==> src/rtl/register_file_sb_if.sv <==
// rtl/register_file_sb_if.sv - bus bundle for the scoreboarded register file
//
// Purpose: groups the read, write and reserve signals of register_file_sb.
// Ports (signals):
//   Reg_address          read addresses, port p at [p*ADDR_WIDTH +: ADDR_WIDTH]
//   Reg_output           read data, port p at [p*DATA_WIDTH +: DATA_WIDTH]
//   Reg_busy             per-port busy flag of the addressed register
//   Reg_Write            write enable
//   Reg_input_address    write address
//   Reg_input_data       write data
//   Reg_Reserve          reserve request (marks a destination pending)
//   Reg_reserve_address  register to mark pending
//   Reg_any_busy         OR of all busy bits
// Modports: master (requester side), slave (register file side).
interface register_file_sb_if #(
  parameter int DATA_WIDTH = 16,
  parameter int ADDR_WIDTH = 3,
  parameter int READ_PORTS = 3
);
  logic [READ_PORTS*ADDR_WIDTH-1:0] Reg_address;
  logic [READ_PORTS*DATA_WIDTH-1:0] Reg_output;
  logic [READ_PORTS-1:0]            Reg_busy;
  logic                             Reg_Write;
  logic [ADDR_WIDTH-1:0]            Reg_input_address;
  logic [DATA_WIDTH-1:0]            Reg_input_data;
  logic                             Reg_Reserve;
  logic [ADDR_WIDTH-1:0]            Reg_reserve_address;
  logic                             Reg_any_busy;

  modport master (
    output Reg_address, Reg_Write, Reg_input_address, Reg_input_data,
           Reg_Reserve, Reg_reserve_address,
    input  Reg_output, Reg_busy, Reg_any_busy
  );

  modport slave (
    input  Reg_address, Reg_Write, Reg_input_address, Reg_input_data,
           Reg_Reserve, Reg_reserve_address,
    output Reg_output, Reg_busy, Reg_any_busy
  );
endinterface

==> src/rtl/register_file_sb.sv <==
// rtl/register_file_sb.sv - multi-read-port register file with busy scoreboard
//
// Purpose: 2**ADDR_WIDTH registers of DATA_WIDTH bits, register 0 hardwired to
// zero, READ_PORTS combinational read ports, one write port and one reserve
// port that marks a register as pending until it is written.
// Ports:
//   CLK    rising-edge clock
//   Reset  asynchronous active-low reset
//   bus    register_file_sb_if.slave (read/write/reserve signals)
// Optional feature: define REGFILE_BYPASS_EN to forward write data (and the
// post-write busy state) to read ports addressing the register being written.
module register_file_sb #(
  parameter int DATA_WIDTH = 16,
  parameter int ADDR_WIDTH = 3,
  parameter int READ_PORTS = 3
) (
  input  logic                CLK,
  input  logic                Reset,
  register_file_sb_if.slave   bus
);
  localparam int DEPTH = 2 ** ADDR_WIDTH;

  logic [DEPTH-1:0][DATA_WIDTH-1:0] regs_q, regs_d;
  logic [DEPTH-1:0]                 busy_q, busy_d;

  logic [READ_PORTS-1:0][DATA_WIDTH-1:0] rd_data;
  logic [READ_PORTS-1:0]                 rd_busy;

  always_comb begin
    regs_d = regs_q;
    busy_d = busy_q;
    if (bus.Reg_Write && (bus.Reg_input_address != '0)) begin
      regs_d[bus.Reg_input_address] = bus.Reg_input_data;
      busy_d[bus.Reg_input_address] = 1'b0;
    end
    // Applied after the write so a same-address reserve leaves the bit set:
    // the reserving instruction is the new producer.
    if (bus.Reg_Reserve && (bus.Reg_reserve_address != '0)) begin
      busy_d[bus.Reg_reserve_address] = 1'b1;
    end
    regs_d[0] = '0;
    busy_d[0] = 1'b0;
  end

  always_ff @(posedge CLK or negedge Reset) begin
    if (!Reset) begin
      regs_q <= '0;
      busy_q <= '0;
    end else begin
      regs_q <= regs_d;
      busy_q <= busy_d;
    end
  end

  for (genvar p = 0; p < READ_PORTS; p++) begin : g_rd
    logic [ADDR_WIDTH-1:0] ra;
    assign ra = bus.Reg_address[p*ADDR_WIDTH +: ADDR_WIDTH];
`ifdef REGFILE_BYPASS_EN
    logic hit;
    // Gated by Reset so outputs stay zero while reset is asserted.
    assign hit = Reset && bus.Reg_Write && (bus.Reg_input_address != '0)
                 && (ra == bus.Reg_input_address);
    assign rd_data[p] = hit ? bus.Reg_input_data : regs_q[ra];
    assign rd_busy[p] = hit ? (bus.Reg_Reserve && (bus.Reg_reserve_address == ra))
                            : busy_q[ra];
`else
    assign rd_data[p] = regs_q[ra];
    assign rd_busy[p] = busy_q[ra];
`endif
  end

  assign bus.Reg_output   = rd_data;
  assign bus.Reg_busy     = rd_busy;
  assign bus.Reg_any_busy = |busy_q[DEPTH-1:1];
endmodule

==> src/flat_wrapper.sv <==
// flat-port wrapper written by rule: the top's interface ports become plain ports
module register_file_sb_flat 
#(
  parameter int DATA_WIDTH = 16,
  parameter int ADDR_WIDTH = 3,
  parameter int READ_PORTS = 3
)
  (CLK, Reset, bus_Reg_address, bus_Reg_Write, bus_Reg_input_address, bus_Reg_input_data, bus_Reg_Reserve, bus_Reg_reserve_address, bus_Reg_output, bus_Reg_busy, bus_Reg_any_busy);
  register_file_sb_if #(.DATA_WIDTH(DATA_WIDTH), .ADDR_WIDTH(ADDR_WIDTH), .READ_PORTS(READ_PORTS)) bus_i ();
  input  logic CLK;
  input  logic Reset;
  input wire logic [$bits(bus_i.Reg_address)-1:0] bus_Reg_address;
  input wire logic [$bits(bus_i.Reg_Write)-1:0] bus_Reg_Write;
  input wire logic [$bits(bus_i.Reg_input_address)-1:0] bus_Reg_input_address;
  input wire logic [$bits(bus_i.Reg_input_data)-1:0] bus_Reg_input_data;
  input wire logic [$bits(bus_i.Reg_Reserve)-1:0] bus_Reg_Reserve;
  input wire logic [$bits(bus_i.Reg_reserve_address)-1:0] bus_Reg_reserve_address;
  output wire logic [$bits(bus_i.Reg_output)-1:0] bus_Reg_output;
  output wire logic [$bits(bus_i.Reg_busy)-1:0] bus_Reg_busy;
  output wire logic [$bits(bus_i.Reg_any_busy)-1:0] bus_Reg_any_busy;
  assign bus_i.Reg_address = bus_Reg_address;
  assign bus_i.Reg_Write = bus_Reg_Write;
  assign bus_i.Reg_input_address = bus_Reg_input_address;
  assign bus_i.Reg_input_data = bus_Reg_input_data;
  assign bus_i.Reg_Reserve = bus_Reg_Reserve;
  assign bus_i.Reg_reserve_address = bus_Reg_reserve_address;
  assign bus_Reg_output = bus_i.Reg_output;
  assign bus_Reg_busy = bus_i.Reg_busy;
  assign bus_Reg_any_busy = bus_i.Reg_any_busy;
  register_file_sb #(.DATA_WIDTH(DATA_WIDTH), .ADDR_WIDTH(ADDR_WIDTH), .READ_PORTS(READ_PORTS)) u_core (.CLK(CLK), .Reset(Reset), .bus(bus_i));
endmodule
==> config.mk <==
export PLATFORM = sky130hd
export DESIGN_NAME = register_file_sb_flat
export DESIGN_NICKNAME = d
export VERILOG_FILES = /design/src/rtl/register_file_sb_if.sv /design/src/rtl/register_file_sb.sv /design/src/flat_wrapper.sv
export SDC_FILE = /design/constraint.sdc
export NUM_CORES = 1
export LEC_CHECK = 0
export BUFFER_PORTS_ARGS = -buffer_cell sky130_fd_sc_hd__buf_2
export CORE_MARGIN = 3
export CORE_UTILIZATION = 40
export DETAILED_ROUTE_END_ITERATION = 12
export GPL_TIMING_DRIVEN = 0
export SYNTH_ARGS = -nofsm -noshare
export SYNTH_HDL_FRONTEND = slang
export SYNTH_SLANG_ARGS = --single-unit
==> constraint.sdc <==
create_clock -name CLK -period 1.32 [get_ports CLK]
set_input_delay 0.132 -clock CLK [delete_from_list [all_inputs] [get_ports CLK]]
set_output_delay 0.132 -clock CLK [all_outputs]
set_load 0.1 [all_outputs]
# Yosys cells after proc, flatten, opt, wreduce, memory -nomap -nowiden
# Cells that the tools add are included.
# classes
n_lt_le_gt_ge	7
muxes	21
n_bitwise	3
reduce_logical	7
# op_table
op	n
16-bit binary-select mux with 3-bit select	3
128-bit bitwise mux	1
16-bit 2-to-1 mux	4
16-bit demux with 3-bit select	1
3-bit by 4-bit < comparator with 1-bit output, second input constant	5
8-bit 2-to-1 mux	2
1-bit binary-select mux with 3-bit select	3
8-bit bitwise AND	1
8-bit inverter	1
8-bit OR	1
7-bit OR reduction	1
1-bit demux with 3-bit select	2
3-bit by 1-bit >= comparator with 1-bit output, second input constant	2
3-bit nonzero test	2
1-bit 2-to-1 mux	5
1-bit logical AND	4
# totals
ff_bits	119
input_bits	35
output_inout_bits	52
wordCells	46

# Logic depth before layout (Yosys ltp)
# depth
depth_word	9
depth_mapped	6
ltp_nobuf	3

# Worst setup path after synthesis
# OpenSTA, ideal clock, no wires.
# synth_path
path_kind	input -> output
from	input port bus_Reg_address[5]
to	output port bus_Reg_output[21]
t_arrival_ns	3.110
t_required_ns	1.188
slack_ns	-1.922
cell_stages	5
n_path_buf	3
cell_sequence	buf_2 > nor2b_1 > clkbuf_2 > clkbuf_1 > a221oi_1
# synth_between
elab_chain_cells	2
# synth_lines
element	line_no	text
start: declaration	flat_wrapper.sv:12	input wire logic [$bits(bus_i.Reg_address)-1:0] bus_Reg_address;
16-bit binary-select mux with 3-bit select	register_file_sb.sv:67	assign rd_data[p] = regs_q[ra];
16-bit 2-to-1 mux (not written as such)	register_file_sb.sv:67	
end: declaration	flat_wrapper.sv:18	output wire logic [$bits(bus_i.Reg_output)-1:0] bus_Reg_output;
# Every way passes these cells. The select of a mux whose other input is x is not followed.

# Worst setup path in the final report
# layout_path
from	register u_core.regs_q[30] (netlist bit)
to	output port bus_Reg_output[46]
# layout_between
elab_chain_cells	2
# layout_lines
element	line_no	text
start: declaration	register_file_sb.sv:23	logic [DEPTH-1:0][DATA_WIDTH-1:0] regs_q, regs_d;
start signal: assignment	register_file_sb.sv:50	regs_q <= regs_d;
16-bit binary-select mux with 3-bit select	register_file_sb.sv:67	
16-bit 2-to-1 mux (not written as such)	register_file_sb.sv:67	
# Every way passes these cells. The select of a mux whose other input is x is not followed.

==> flow_metrics.tcl <==
set metrics [dict create \
    first_global_vias 6464 \
    cts-root-buf "sky130_fd_sc_hd__clkbuf_16" \
    net_switching_component_of_the_power_uw 7450 \
    synth.cell_area_um2 7590 \
    final_core_area_utilization_pct 65.2 \
    leading_cell_types_in_the_layout_fill_and_taps_excluded "123 x sky130_fd_sc_hd__mux2_2, 118 x sky130_fd_sc_hd__dfrtp_1, 82 x sky130_fd_sc_hd__a221oi_4" \
    yosys.area.top_type "sky130_fd_sc_hd__dfrtp_1" \
    area.sequential_um2 2980 \
    wire_length_of_the_first_global_routing_pass_mm 41.8 \
    worst-slew-pin-transition_ps 733 \
    syn_to_final_growth_pct 57.4 \
    violations "negative setup slack" \
    worst_hold_path.num_cells 2 \
    dp.cells 910 \
    skew_ps 0 \
    period_needed_ps 1880 \
    critPathLaunchType "register" \
    crit_path_start "u_core.regs_q[30]$_DFFE_PN0P_" \
    finalHoldWorstSlack_ps 32.8 \
    ir_worst_vdd_mv 0.961 \
    synth.top_cells.by_area "sky130_fd_sc_hd__dfrtp_1 39%, sky130_fd_sc_hd__mux2_2 25%, sky130_fd_sc_hd__a221oi_1 9.7%" \
    synth_warnings 0 \
    r2r_cells 3 \
    clock_power_share_pct 23.5 \
    vias 5989 \
    htree_num_levels 4 \
    sw_frac_of_total_pct 40.4 \
    grt_antenna_before_repair 0 \
    final_common_cell "sky130_fd_sc_hd__mux2_2" \
    slew-limit-headroom_pct 51.1 \
    synth.ff_latch_count 119 \
    number_of_filler_instances_in_the_final_layout 1268 \
    synth_fp_nets 639 \
    io-pin-count 87 \
    die_h_um 144 \
    power_uw 18400 \
    route.detailed.wl_per_inst_um 29.4 \
    cap_viol_max_count 0 \
    power_frac_comb_pct 46.6 \
    dpl_worst_slack_ps -810 \
    nets 745 \
    detail_route.first_pass.iterations 4 \
    seq_area_frac_synth_pct 39.2 \
    cts.sink_count 119 \
    p_int_uw 11000 \
    diodes 0 \
    max_freq_mhz 533 \
    detail_route.wirelength_mm 28.0 \
    grt_setup_unrepaired "true" \
    worstSkewPairLatency_ps 430 \
    cp-end-kind "primary output" \
    cts_buffers 17 \
    path_clk_slew_ps 50 \
    power_per_cell_area_nw_per_um2 1540 \
    drc_errors 0 \
    finalHoldViolations 0 \
    final_max_slew_viol_count 0 \
    design.die.area_um2 20700 \
    place.port_buffers 76 \
    setup_slack_ps -557 \
    core-area_um2 18300 \
    worstPathArrival_ps 1740 \
    outcome "finished, violations left" \
    ctsLongestPathBuffers 2 \
    synth_top_area_share_pct 39.2 \
    global_route.overflow_total 0 \
    final_cycle_utilization_of_the_critical_path_pct 142 \
    regToRegStartpoint "u_core.regs_q[23]$_DFFE_PN0P_" \
    cp_max_fo 3 \
    residual_antenna_violating_net_count_after_detailed_routing 0 \
    number_of_design_rule_violations_left_by_the_first_detailed_router_iteration 359 \
    core.rowCount 49 \
    setup.worst_path.class "reg -> out" \
    globalRouteTotalUtil_pct 27.9 \
    final-instance-count-excl-fill 950 \
    place.gp.congestion 0.791 \
    total_leakage_power_uw 0.00493 \
    drt-vias-per-instance 6.30 \
    timing.rr.end "u_core.regs_q[23]$_DFFE_PN0P_" \
    start_util_pct 41.4 \
    share_seq_of_total_power_pct 29.9 \
    multi_input_area_um2 6080 \
    netlist_instances 604 \
    final-setup-viol-count 52 \
    ff2ff_setup_slack_ps 280 \
    layout-drive-gt1-share_pct 67.7 \
    class_of_the_tightest_hold_or_removal_check "in -> reg" \
    synth.avg_cell_area_um2 12.6 \
    required_ps 1190 \
    floorplan.die.width_um 144 \
    distinct_cell_type_count_after_synthesis 30 \
    cts_tree "yes" \
    place.detailed.hpwl_mm 17.7 \
    grt_start_max_net_pins 73 \
    crit_path_end "bus_Reg_output[46]" \
]
cells in the mapped netlist:
master and number:
sky130_fd_sc_hd__o22ai_1 19, sky130_fd_sc_hd__nand2_1 9, sky130_fd_sc_hd__nand2b_1 4, sky130_fd_sc_hd__buf_8 2, sky130_fd_sc_hd__and4bb_1 2, sky130_fd_sc_hd__buf_6 14, sky130_fd_sc_hd__clkbuf_1 12, sky130_fd_sc_hd__nand4_4 1
sky130_fd_sc_hd__nor2b_1 5, sky130_fd_sc_hd__inv_1 4, sky130_fd_sc_hd__a31oi_1 1, sky130_fd_sc_hd__buf_2 18, sky130_fd_sc_hd__and2_1 2, sky130_fd_sc_hd__buf_4 12, sky130_fd_sc_hd__nor3_1 1, sky130_fd_sc_hd__mux2i_1 68
sky130_fd_sc_hd__dfrtp_1 119, sky130_fd_sc_hd__mux2_2 171, sky130_fd_sc_hd__a221oi_1 84, sky130_fd_sc_hd__mux2_4 18, sky130_fd_sc_hd__clkbuf_2 2, sky130_fd_sc_hd__nor3_4 1, sky130_fd_sc_hd__nand4b_4 3, sky130_fd_sc_hd__o32ai_1 1
sky130_fd_sc_hd__nor2_1 16, sky130_fd_sc_hd__mux2_1 8, sky130_fd_sc_hd__a21oi_1 1, sky130_fd_sc_hd__nor4_1 1, sky130_fd_sc_hd__nand2_2 1, sky130_fd_sc_hd__o21ai_0 4
power groups by stage:
stage / sequential, uW / combinational (uW) / clock, uW
6_report: 5510 / 8600 / 4330
5_1_grt: 5620 / 8930 / 4560
4_1_cts: 5450 / 8500 / 4370
3_5_place_dp: 5360 / 6760 / 0
3_3_place_gp: 5270 / 6630 / 0
2_1_floorplan: 5120 / 5810 / 0
repair_timing:
| item | 4_1_cts | 5_1_grt |
|---|---|---|
| setup endpoints to repair | 52 | 52 |
| hold buffers | 3 | 0 |
| buffers inserted | 4 | 4 |
| cloned | 0 | 0 |
| resized for setup | 327 | 13 |
| pin swaps | 18 | 13 |
| endpoints found under the hold margin | 50 | 0 |
metal layers:
layer / GRT usage (%) / up-vias / routed length, um
met5: 0 / - / 0
met4: 8.97 / 0 / 705
met3: 4.53 / 41 / 1010
met2: 47.8 / 176 / 14300
met1: 36.1 / 3157 / 12000
li1: - / 2615 / -
cell families (layout without fill, tap and decap cells):
logic type / Yosys count / after routing / synth area share, %
buffers and inverters: 64 / 181 / 5.77
AOI/OAI and AO/OA: 110 / 110 / 11.8
and+or+nand+nor: 46 / 46 / 4.14
muxes: 265 / 265 / 39.1
DFF: 119 / 119 / 39.2
final cells by class:
cell class | instances | area share [%]
Buffer | 60 | 6.57
Clock buffer | 27 | 4.38
Clock inverter | 3 | 0.126
Inverter | 4 | 0.126
Multi-Input combinational cell | 421 | 50.9
Sequential cell | 119 | 24.9
Tap cell | 229 | 2.40
Timing Repair Buffer | 87 | 10.5
state kept, by name, indices dropped and copies added, names as in the netlist:
signal	flops
u_core.busy_q	7
u_core.regs_q	112
critical path, stage by stage, from the launching register on:
cell and delay [ps]:
sky130_fd_sc_hd__dfrtp_1 410, sky130_fd_sc_hd__mux2_4 300, sky130_fd_sc_hd__a221oi_4 350, sky130_fd_sc_hd__a221oi_4 70
sky130_fd_sc_hd__buf_12 180
metrics by stage:
step | area, um2 | setup TNS, ps
6_report | 11900 | -24450
5_1_grt | 11900 | -26710
4_1_cts | 11900 | -24420
3_5_place_dp | 9690 | -35300
3_3_place_gp | 9650 | -207410
2_1_floorplan | 8980 | -15680
worst min path at each step:
stage	startpoint	endpoint	slack [ps]
floorplan	Reset	u_core.busy_q[1]$_DFF_PN0_	-160
global placement	bus_Reg_reserve_address[1]	u_core.busy_q[4]$_DFF_PN0_	380
detailed placement	Reset	u_core.regs_q[88]$_DFFE_PN0P_	110
CTS	bus_Reg_input_data[7]	u_core.regs_q[119]$_DFFE_PN0P_	20
global route	bus_Reg_input_data[8]	u_core.regs_q[120]$_DFFE_PN0P_	40
finish	bus_Reg_input_data[3]	u_core.regs_q[67]$_DFFE_PN0P_	30
Power figures use the tool's default switching activity.
